### config.mk
export PLATFORM = sky130hd
export DESIGN_NAME = sat_adder_tree_pipelined
export DESIGN_NICKNAME = d
export VERILOG_FILES = /design/src/rtl/sat_adder_tree_pipelined.sv
export SDC_FILE = /design/constraint.sdc
export NUM_CORES = 1
export LEC_CHECK = 0
export ABC_AREA = 1
export BUFFER_PORTS_ARGS = -buffer_cell sky130_fd_sc_hd__buf_2
export CORE_MARGIN = 1
export CORE_UTILIZATION = 54
export CTS_BUF_LIST = sky130_fd_sc_hd__clkbuf_16
export CTS_CLUSTER_DIAMETER = 60
export DETAILED_ROUTE_END_ITERATION = 16
export PLACE_DENSITY_LB_ADDON = 0.08
export SLEW_MARGIN = 20
export SYNTH_ARGS = -nofsm -noshare
export SYNTH_HDL_FRONTEND = slang
export SYNTH_SLANG_ARGS = --single-unit
### constraint.sdc
create_clock -name clk -period 2.68 [get_ports clk]
set_input_delay 0.268 -clock clk [delete_from_list [all_inputs] [get_ports clk]]
set_output_delay 0.268 -clock clk [all_outputs]
set_load 0.02 [all_outputs]
### src/rtl/sat_adder_tree_pipelined.sv
// N-input saturating two's-complement adder.
// The lanes are summed by a registered binary tree that runs at full precision.
// A final registered stage either saturates the tree sum to W bits, or folds
// it into a multi-beat accumulator and emits one saturated result per group.
// valid, last and acc_en travel through the tree in tag registers beside the data.
module sat_adder_tree_pipelined #(
    parameter int W        = 10,
    parameter int N        = 4,
    parameter int ACC_BITS = 4
) (
    input  logic             clk,
    input  logic             rst,
    input  logic [N*W-1:0]   in_data,
    input  logic             in_valid,
    input  logic             in_last,
    input  logic             acc_en,
    output logic [W-1:0]     out_sum,
    output logic             out_valid,
    output logic             out_sat
);

    // Tree depth. TW is wide enough that no tree level can overflow.
    localparam int LEVELS = (N > 1) ? $clog2(N) : 1;
    localparam int TW     = W + LEVELS;
    localparam int FW     = W + LEVELS + ACC_BITS;

    // Number of live operands at tree level k (level 0 = input lanes).
    function automatic int lvl_cnt(input int k);
        int c;
        c = N;
        for (int i = 0; i < LEVELS; i++) begin
            if (i < k) begin
                c = (c + 1) / 2;
            end else begin
                c = c;
            end
        end
        return c;
    endfunction

    // Clamp an FW-bit value to W bits; MSB of the result flags a clamp.
    // The value fits when bits FW-1..W-1 are all equal.
    function automatic logic [W:0] sat_w(input logic [FW-1:0] v);
        logic [W:0] r;
        if ((&v[FW-1:W-1]) || !(|v[FW-1:W-1])) begin
            r = {1'b0, v[W-1:0]};
        end else if (v[FW-1]) begin
            r = {1'b1, 1'b1, {(W-1){1'b0}}};
        end else begin
            r = {1'b1, 1'b0, {(W-1){1'b1}}};
        end
        return r;
    endfunction

    // Clamp an (FW+1)-bit sum back to FW bits; MSB of the result flags a clamp.
    function automatic logic [FW:0] sat_fw(input logic [FW:0] v);
        logic [FW:0] r;
        if (v[FW] == v[FW-1]) begin
            r = {1'b0, v[FW-1:0]};
        end else if (v[FW]) begin
            r = {1'b1, 1'b1, {(FW-1){1'b0}}};
        end else begin
            r = {1'b1, 1'b0, {(FW-1){1'b1}}};
        end
        return r;
    endfunction

    // ------------------------------------------------------------------
    // Tree
    // ------------------------------------------------------------------
    logic [TW-1:0]     stage_s [0:LEVELS][0:N-1];
    logic [TW-1:0]     nxt_s   [1:LEVELS][0:N-1];
    logic [TW-1:0]     tree_r  [1:LEVELS][0:N-1];
    logic [LEVELS-1:0] vld_tag_r;
    logic [LEVELS-1:0] last_tag_r;
    logic [LEVELS-1:0] acc_tag_r;

    // Present every tree level as one array: sign-extended lanes, then the level registers.
    always_comb begin
        for (int k = 0; k <= LEVELS; k++) begin
            for (int j = 0; j < N; j++) begin
                stage_s[k][j] = {TW{1'b0}};
            end
        end
        for (int j = 0; j < N; j++) begin
            stage_s[0][j] = {{LEVELS{in_data[j*W+W-1]}}, in_data[j*W +: W]};
        end
        for (int k = 1; k <= LEVELS; k++) begin
            for (int j = 0; j < N; j++) begin
                stage_s[k][j] = tree_r[k][j];
            end
        end
    end

    // Pairwise adds for each level; an odd leftover operand passes through unchanged.
    always_comb begin
        int prev_cnt;
        int ia;
        int ib;
        prev_cnt = 0;
        ia       = 0;
        ib       = 0;
        for (int k = 1; k <= LEVELS; k++) begin
            for (int j = 0; j < N; j++) begin
                prev_cnt = lvl_cnt(k - 1);
                ia = (2 * j < N)     ? 2 * j     : N - 1;
                ib = (2 * j + 1 < N) ? 2 * j + 1 : N - 1;
                if (2 * j + 1 < prev_cnt) begin
                    nxt_s[k][j] = stage_s[k-1][ia] + stage_s[k-1][ib];
                end else if (2 * j < prev_cnt) begin
                    nxt_s[k][j] = stage_s[k-1][ia];
                end else begin
                    nxt_s[k][j] = {TW{1'b0}};
                end
            end
        end
    end

    // Register each tree level and shift the beat tags alongside it.
    always_ff @(posedge clk or negedge rst) begin
        if (!rst) begin
            for (int k = 1; k <= LEVELS; k++) begin
                for (int j = 0; j < N; j++) begin
                    tree_r[k][j] <= {TW{1'b0}};
                end
            end
            vld_tag_r  <= {LEVELS{1'b0}};
            last_tag_r <= {LEVELS{1'b0}};
            acc_tag_r  <= {LEVELS{1'b0}};
        end else begin
            for (int k = 1; k <= LEVELS; k++) begin
                for (int j = 0; j < N; j++) begin
                    tree_r[k][j] <= nxt_s[k][j];
                end
            end
            vld_tag_r[0]  <= in_valid;
            last_tag_r[0] <= in_last;
            acc_tag_r[0]  <= acc_en;
            for (int k = 1; k < LEVELS; k++) begin
                vld_tag_r[k]  <= vld_tag_r[k-1];
                last_tag_r[k] <= last_tag_r[k-1];
                acc_tag_r[k]  <= acc_tag_r[k-1];
            end
        end
    end

    // ------------------------------------------------------------------
    // Final stage: saturate or accumulate
    // ------------------------------------------------------------------
    logic          t_vld_s;
    logic          t_last_s;
    logic          t_acc_s;
    logic [TW-1:0] tree_sum_s;
    logic [FW-1:0] tree_ext_s;
    logic [FW:0]   acc_pack_s;
    logic [FW-1:0] acc_new_s;
    logic          acc_fire_s;
    logic [FW-1:0] w_src_s;
    logic [W:0]    w_pack_s;

    logic [FW-1:0] acc_r;
    logic          open_r;
    logic          sticky_r;
    logic [W-1:0]  out_sum_r;
    logic          out_valid_r;
    logic          out_sat_r;

    // Next accumulator value and the W-bit clamp of whichever value this beat would emit.
    always_comb begin
        t_vld_s    = vld_tag_r[LEVELS-1];
        t_last_s   = last_tag_r[LEVELS-1];
        t_acc_s    = acc_tag_r[LEVELS-1];
        tree_sum_s = stage_s[LEVELS][0];
        tree_ext_s = {{ACC_BITS{tree_sum_s[TW-1]}}, tree_sum_s};
        acc_pack_s = sat_fw({acc_r[FW-1], acc_r} + {tree_ext_s[FW-1], tree_ext_s});
        if (open_r) begin
            acc_new_s  = acc_pack_s[FW-1:0];
            acc_fire_s = acc_pack_s[FW];
        end else begin
            // First beat of a group loads the tree sum directly.
            acc_new_s  = tree_ext_s;
            acc_fire_s = 1'b0;
        end
        if (t_acc_s) begin
            w_src_s = acc_new_s;
        end else begin
            w_src_s = tree_ext_s;
        end
        w_pack_s = sat_w(w_src_s);
    end

    // Result register and accumulator/group state; non-accumulate beats leave an open group untouched.
    always_ff @(posedge clk or negedge rst) begin
        if (!rst) begin
            acc_r       <= {FW{1'b0}};
            open_r      <= 1'b0;
            sticky_r    <= 1'b0;
            out_sum_r   <= {W{1'b0}};
            out_valid_r <= 1'b0;
            out_sat_r   <= 1'b0;
        end else begin
            out_valid_r <= 1'b0;
            if (t_vld_s) begin
                if (!t_acc_s) begin
                    out_sum_r   <= w_pack_s[W-1:0];
                    out_sat_r   <= w_pack_s[W];
                    out_valid_r <= 1'b1;
                end else if (t_last_s) begin
                    out_sum_r   <= w_pack_s[W-1:0];
                    out_sat_r   <= sticky_r | acc_fire_s | w_pack_s[W];
                    out_valid_r <= 1'b1;
                    acc_r       <= {FW{1'b0}};
                    open_r      <= 1'b0;
                    sticky_r    <= 1'b0;
                end else begin
                    acc_r    <= acc_new_s;
                    open_r   <= 1'b1;
                    sticky_r <= sticky_r | acc_fire_s;
                end
            end
        end
    end

    assign out_sum   = out_sum_r;
    assign out_valid = out_valid_r;
    assign out_sat   = out_sat_r;

endmodule

**Yosys cells after proc, flatten, opt, wreduce, memory -nomap -nowiden**

Index checks and enable logic that the tools add are counted.

- Add/subtract/negate cells: 4
- Eq/ne operators: 2
- Mux-type cells: 17
- Bitwise operators: 2
- Reduce and logical (&&, ||, !) cells: 6

Operator list:

| cell | count |
|---|---|
| two-way mux 16 bit | 4 |
| two-way mux 10 bit | 3 |
| adder 10 x 10 -> 11 bit | 2 |
| adder 16 x 12 -> 17 bit | 1 |
| two-way mux 17 bit | 1 |
| adder 11 x 11 -> 12 bit | 1 |
| two-way mux 11 bit | 1 |
| two-way mux 1 bit | 8 |
| AND reduction 7 bit | 1 |
| OR reduction 7 bit | 1 |
| AND reduction 2 bit | 2 |
| != test 2 bit, second input constant | 1 |
| bitwise OR 1 bit | 2 |
| equality test 1 bit | 1 |
| logical NOT 1 bit | 1 |
| logical OR 1 bit | 1 |

- Register bits after elaboration: 70
- Input port bits: 45
- Output and inout bits: 12
- Logic and storage cells: 43

**Longest topological paths before layout**

- Word-level depth: 12
- Depth in mapped cells: 24
- Mapped depth without buffers: 24

**Least setup slack after synthesis**

Ideal clock, no wire load.

- Path kind: reg2reg
- Start: register tree_r, in the netlist tree_sum_s[0]
- End: register out_sum_r[3] (netlist: out_sum[3])
- Library setup time: 0.116 ns
- Data arrival time: 2.528 ns
- Data required time: 2.564 ns
- Path slack: 0.035 ns
- Stages on the path, launching flop included: 24
- Buffers on the path: 1
- Period minus slack after synthesis: 2.645 ns
- Path through: dfrtp_1 > ha_1 > fa_1 > nand2_1 > nand2_1 > nand3_1 > nand2_1 > nand2_2 > nand2_1 > nand2_2 > nand2_4 > a21oi_4 > buf_6 > nand2_4 > nand3_1 > nand2_1 > nand2_1 > nor2_1 > nand2_1 > nand2_4 > nand2_1 > nand2_1 > nand2_1 > nand2_1

- Longest elaborated chain between the ends: 11
- Elaborated cells between the ends (all ways): 14
- Those cells by class: add/sub: 1; eq/ne: 1; mux: 8; reduce/logical: 4

Ends and longest elaborated chain:

| what | RTL line | source |
|---|---|---|
| from (decl) | 73 | `logic [TW-1:0] tree_r [1:LEVELS][0:N-1];` |
| from (signal, indexed assignment) | 124 | `tree_r[k][j] <= {TW{1'b0}};` |
| from (signal, indexed assignment) | 133 | `tree_r[k][j] <= nxt_s[k][j];` |
| adder 16 x 12 -> 17 bit (*) | 175 | `acc_pack_s = sat_fw({acc_r[FW-1], acc_r} + {tree_ext_s[FW-1], tree_ext_s});` |
| two-way mux 16 bit / equality test 1 bit (equally long branches) | 60, 58 |  |
| two-way mux 17 bit (*) | 58 | `if (v[FW] == v[FW-1]) begin` |
| two-way mux 16 bit (*) | 176 | `if (open_r) begin` |
| two-way mux 16 bit (*) | 184 | `if (t_acc_s) begin` |
| OR reduction 7 bit | 45 | `if ((&v[FW-1:W-1]) \|\| !(\|v[FW-1:W-1])) begin` |
| logical NOT 1 bit | 45 |  |
| logical OR 1 bit | 45 |  |
| two-way mux 11 bit (*) | 45 |  |
| two-way mux 10 bit | 208 | `end else if (t_last_s) begin` |
| two-way mux 10 bit (*) | 204 | `if (!t_acc_s) begin` |
| to (signal assigned) | 198 | `out_sum_r <= {W{1'b0}};` |
| to (signal assigned) | 205 | `out_sum_r <= w_pack_s[W-1:0];` |
| to (signal assigned) | 209 | `out_sum_r <= w_pack_s[W-1:0];` |
| to (decl) | 164 | `logic [W-1:0] out_sum_r;` |

Mark *: on every way between the ends. The rest lies on a longest branch, timed or not. The select of a mux whose other input is x is not followed.
A chain may end at the register's enable or synchronous reset.

**Final worst setup path**

- Start: register tree_r, in the netlist tree_sum_s[0]
- End: register out_sum_r[4] (netlist: out_sum[4])

Same word-level chain as after synthesis.

==> reports/metrics.csv <==
stage,metric,value,unit
layout,multi_input_area,3010,um^2
power_and_ir_drop,p_int,4.07,mW
yosys,syn-instance-count,609,
yosys,ys_ff_latch,70,
timing,fmax,358,MHz
layout,layout.nets,823,
floorplan,initial_core_util,55.7,%
timing,slew_viol_final,0,
floorplan,io_pins,57,
worst_setup_path,crit_required,2.95,ns
layout,stdcell_area,6200,um^2
clock_network,clkLatencyLatePin,0.33,ns
timing,rsz0062_at_grt,true,
detailed_routing,first_pass_iters,5,
power_and_ir_drop,power.switching,3.13,mW
worst_setup_path,cp_slowest_stage_delay,0.39,ns
placed_design,dpl.hpwl,8710,um
yosys,syn_nets,705,
detailed_routing,drt_iter0_drc,302,
detailed_routing,wire_per_inst,14.0,um
global_routing,antenna_found_initial,0,
detailed_routing,route.met2.wl,6090,um
placed_design,portBuffers,56,
yosys,async_flop_share,100,%
timing,finalHoldViolCount,0,
worst_setup_path,cpMostUsedCell,nand2_2,
detailed_routing,routed_wl,11800,um
layout,regArea,1750,um^2
yosys,synth-seq-area-share,36.3,%
clock_network,clkSinkCount,70,
floorplan,fp.dieH,96.6,um
floorplan,core_region_area,8680,um^2
global_routing,gr-total-overflow,0,
power_and_ir_drop,switching_share,43.5,%
detailed_routing,routed.top_layer,met4,
placed_design,gp_congestion,0.966,
run,cap_violations,0,
timing,fin_crit_sh,104,%
layout,fillers,697,
worst_setup_path,start_kind,flip-flop,
worst_hold_path,hold_start,in_last,
yosys,synthTopCellsByCount,"187 x nand2_1, 70 x dfrtp_1, 66 x inv_1, 47 x ha_1, 37 x o21ai_0",
detailed_routing,wl_met1,4830,um
floorplan,die_w,96.6,um
clock_network,h-tree-depth,3,
power_and_ir_drop,power_frac_seq,23.0,%
worst_hold_path,hold_class,input pin to flip-flop,
yosys,yosysTopAreaCellShare,36.3,%
clock_network,cts_tree,yes,
status,violations,setup timing,
clock_network,cts_inserted_buffers,9,
clock_network,clkTransAtPathRegs,0.06,ns
timing,slew_headroom,55.9,%
floorplan,die_area,9330,um^2
yosys,synth_area_leaders,"dfrtp_1 36%, nand2_1 15%, ha_1 12%, inv_1 5.1%, o21ai_0 3.8%",
timing,skew,0.0102,ns
global_routing,grt_pass1_vias,4306,
power_and_ir_drop,ir_worst_vdd,0.000441,V
worst_setup_path,crit_slowest_cell,dfrtp_1,
power_and_ir_drop,leakagePower,3.27,nW
detailed_routing,via_per_inst,5.35,
yosys,synth_area,4830,um^2
worst_setup_path,critPathCaptureType,flip-flop,
clock_network,root_buffer,clkbuf_16,
power_and_ir_drop,clock_power_share,16.6,%
timing,tightest_slew,0.659,ns
floorplan,rows,34,
timing,setup_slack,-0.113,ns
worst_setup_path,arrival,3.07,ns
layout,area_delta_synth_final,28.5,%
yosys,yosysMostFrequentCell,nand2_1,
detailed_routing,wl_met3,432,um
yosys,synth_top_cell_by_area,dfrtp_1,
global_routing,grt_use_total,26.0,%
worst_setup_path,critPathMaxFanout,5,
worst_hold_path,worstHoldEndpoint,last_tag_r[0],
yosys,synth.distinct_cells,39,
yosys,syn_avg_cell_area,7.93,um^2
clock_network,clock_path_buffers,2,
placed_design,place_area,5580,um^2
worst_setup_path,rrSetupSlack,-0.11,ns
yosys,synth.yosys.warnings,0,
power_and_ir_drop,p_per_area,1160,nW/um^2
global_routing,grt_max_degree,71,
layout,diodes,0,
timing,setup_viol,10,
layout,drive_gt1_share,27.9,%
worst_setup_path,r2r-end,out_sum[4],
worst_setup_path,rr_startpoint,tree_sum_s[0],
yosys,synth_edf_count,0,
detailed_routing,vias,4490,
detailed_routing,remaining_drc_errors,0,
worst_setup_path,worstPathCellList,"ha_2, fa_2, nand2_2, nand2_2, nand3_2, nand2_2, nand2_2, nand2_2, nand2_2, nand2_4, a21oi_4, buf_6, nand2_4, nand2_4, nand2_2, nand2_2, nand2_2, nor2_4, nand2_4, nand2_4, nand2_2, nand2_1, nand2_1, nand2_1",
timing,min_period,2.79,ns
worst_hold_path,min_path_cells,1,
status,outcome,"finished, violations left",
power_and_ir_drop,power_frac_comb,60.4,%
global_routing,grt_pass1_wl,18400,um
detailed_routing,antenna_left,0,
yosys,yosys_most_used_dff,dfrtp_1,
worst_setup_path,critPathKind,flip-flop to flip-flop,
worst_setup_path,r2r_cells,24,
power_and_ir_drop,p_total,7.20,mW
==> state kept, by name (all words and copies together) (netlist names) <==
register and count:
out_valid 1, stage_s 22, vld_tag_r 2, sticky_r 1, last_tag_r 2, out_sat 1
out_sum 10, tree_sum_s 12, acc_tag_r 2, open_r 1, acc_r 16
==> layout by cell type (no fill, tap or decap), types with 3 or more instances in the layout <==
cell type / instances
nand2_1: 174
dfrtp_1: 69
inv_1: 66
buf_2: 56
buf_4: 55
o21ai_0: 35
ha_1: 33
a21oi_1: 29
nor2_1: 28
nand2_2: 22
nand3_1: 21
xor2_1: 16
xnor2_1: 16
ha_4: 12
a22o_1: 10
clkbuf_16: 9
a21oi_2: 8
nand2_4: 8
a22oi_1: 6
nand3_2: 5
inv_2: 5
nand4_1: 4
nor2_2: 3
fa_1: 3
==> through the flow <==
| stage | hold slack, ns | worst slack (ns) | utilization (%) | setup TNS [ns] | cells |
|---|---|---|---|---|---|
| after floorplan | -0.0276 | 0.0351 | - | 0 | 609 |
| after CTS | 0.0367 | -0.163 | 69.3 | -1.35 | 834 |
| final | 0.0410 | -0.113 | 71.5 | -0.916 | 840 |
| after global routing | 0.0368 | -0.322 | 71.5 | -2.97 | 840 |
| after detailed placement | 0.321 | -0.207 | 64.3 | -1.88 | 813 |
| after global placement | 0.319 | -0.128 | 64.3 | -1.13 | 813 |
==> how the worst max path moves through the flow <==
| stage | start | end | slack (ns) | cells after the start |
|---|---|---|---|---|
| after floorplan | tree_sum_s[0] | out_sum[3] | 0.04 | 23 |
| after global placement | tree_sum_s[0] | out_sum[6] | -0.13 | 22 |
| after detailed placement | tree_sum_s[0] | out_sum[5] | -0.21 | 22 |
| after CTS | acc_r[0] | out_sum[0] | -0.16 | 23 |
| after global routing | tree_sum_s[11] | out_sum[4] | -0.32 | 23 |
| final | tree_sum_s[0] | out_sum[4] | -0.11 | 24 |
==> metal layers <==
metal / vias up / global-route usage, %
li1: 2215 / -
met1: 2109 / 28.9
met2: 131 / 47.5
met3: 35 / 4.30
met4: 0 / 13.4
met5: - / 0
==> power by group through the flow <==
stage	Sequential, mW	Clock (mW)	Combinational [mW]
6_report	1.66	1.19	4.35
5_1_grt	1.69	1.25	4.78
4_1_cts	1.61	1.21	4.00
3_5_place_dp	1.59	0	3.83
3_3_place_gp	1.58	0	3.76
2_1_floorplan	1.62	0	2.43
==> logic make-up after synthesis <==
kind of cell / after synthesis / share of synthesized area, %
flops: 70 / 36.3
buf+inv: 81 / 6.61
xor+xnor: 32 / 5.80
simple gates: 274 / 24.9
fa+ha+maj: 51 / 13.8
compound gates: 101 / 12.6
==> final cells by class <==
cell class                 count  area share [%]
tap                          108            2.18
clock inverter                 7            1.17
multi-input combinational    460            48.6
sequential                    70            28.3
timing repair buffer         114            11.8
clock buffer                   9            3.63
inverter                      72            4.36
==> worst max-delay path, delay by kind of cell, from the launching register on <==
kind	cells	cell delay, ns
AO/OA/AOI/OAI	1	0.18
AND/OR/NAND/NOR	20	1.47
flip-flops	1	0.39
buffers and inverters	1	0.13
adder cells (fa/ha/maj)	2	0.55
==> timing repair <==
item,4_1_cts,5_1_grt
endpoints found under the hold margin,70,0
endpoints found under the setup margin,10,14
hold buffers,1,0
gates cloned,2,0
gates resized for setup,18,28
buffers inserted,2,6
pin swaps,14,19
Power figures use the tool's default switching activity.
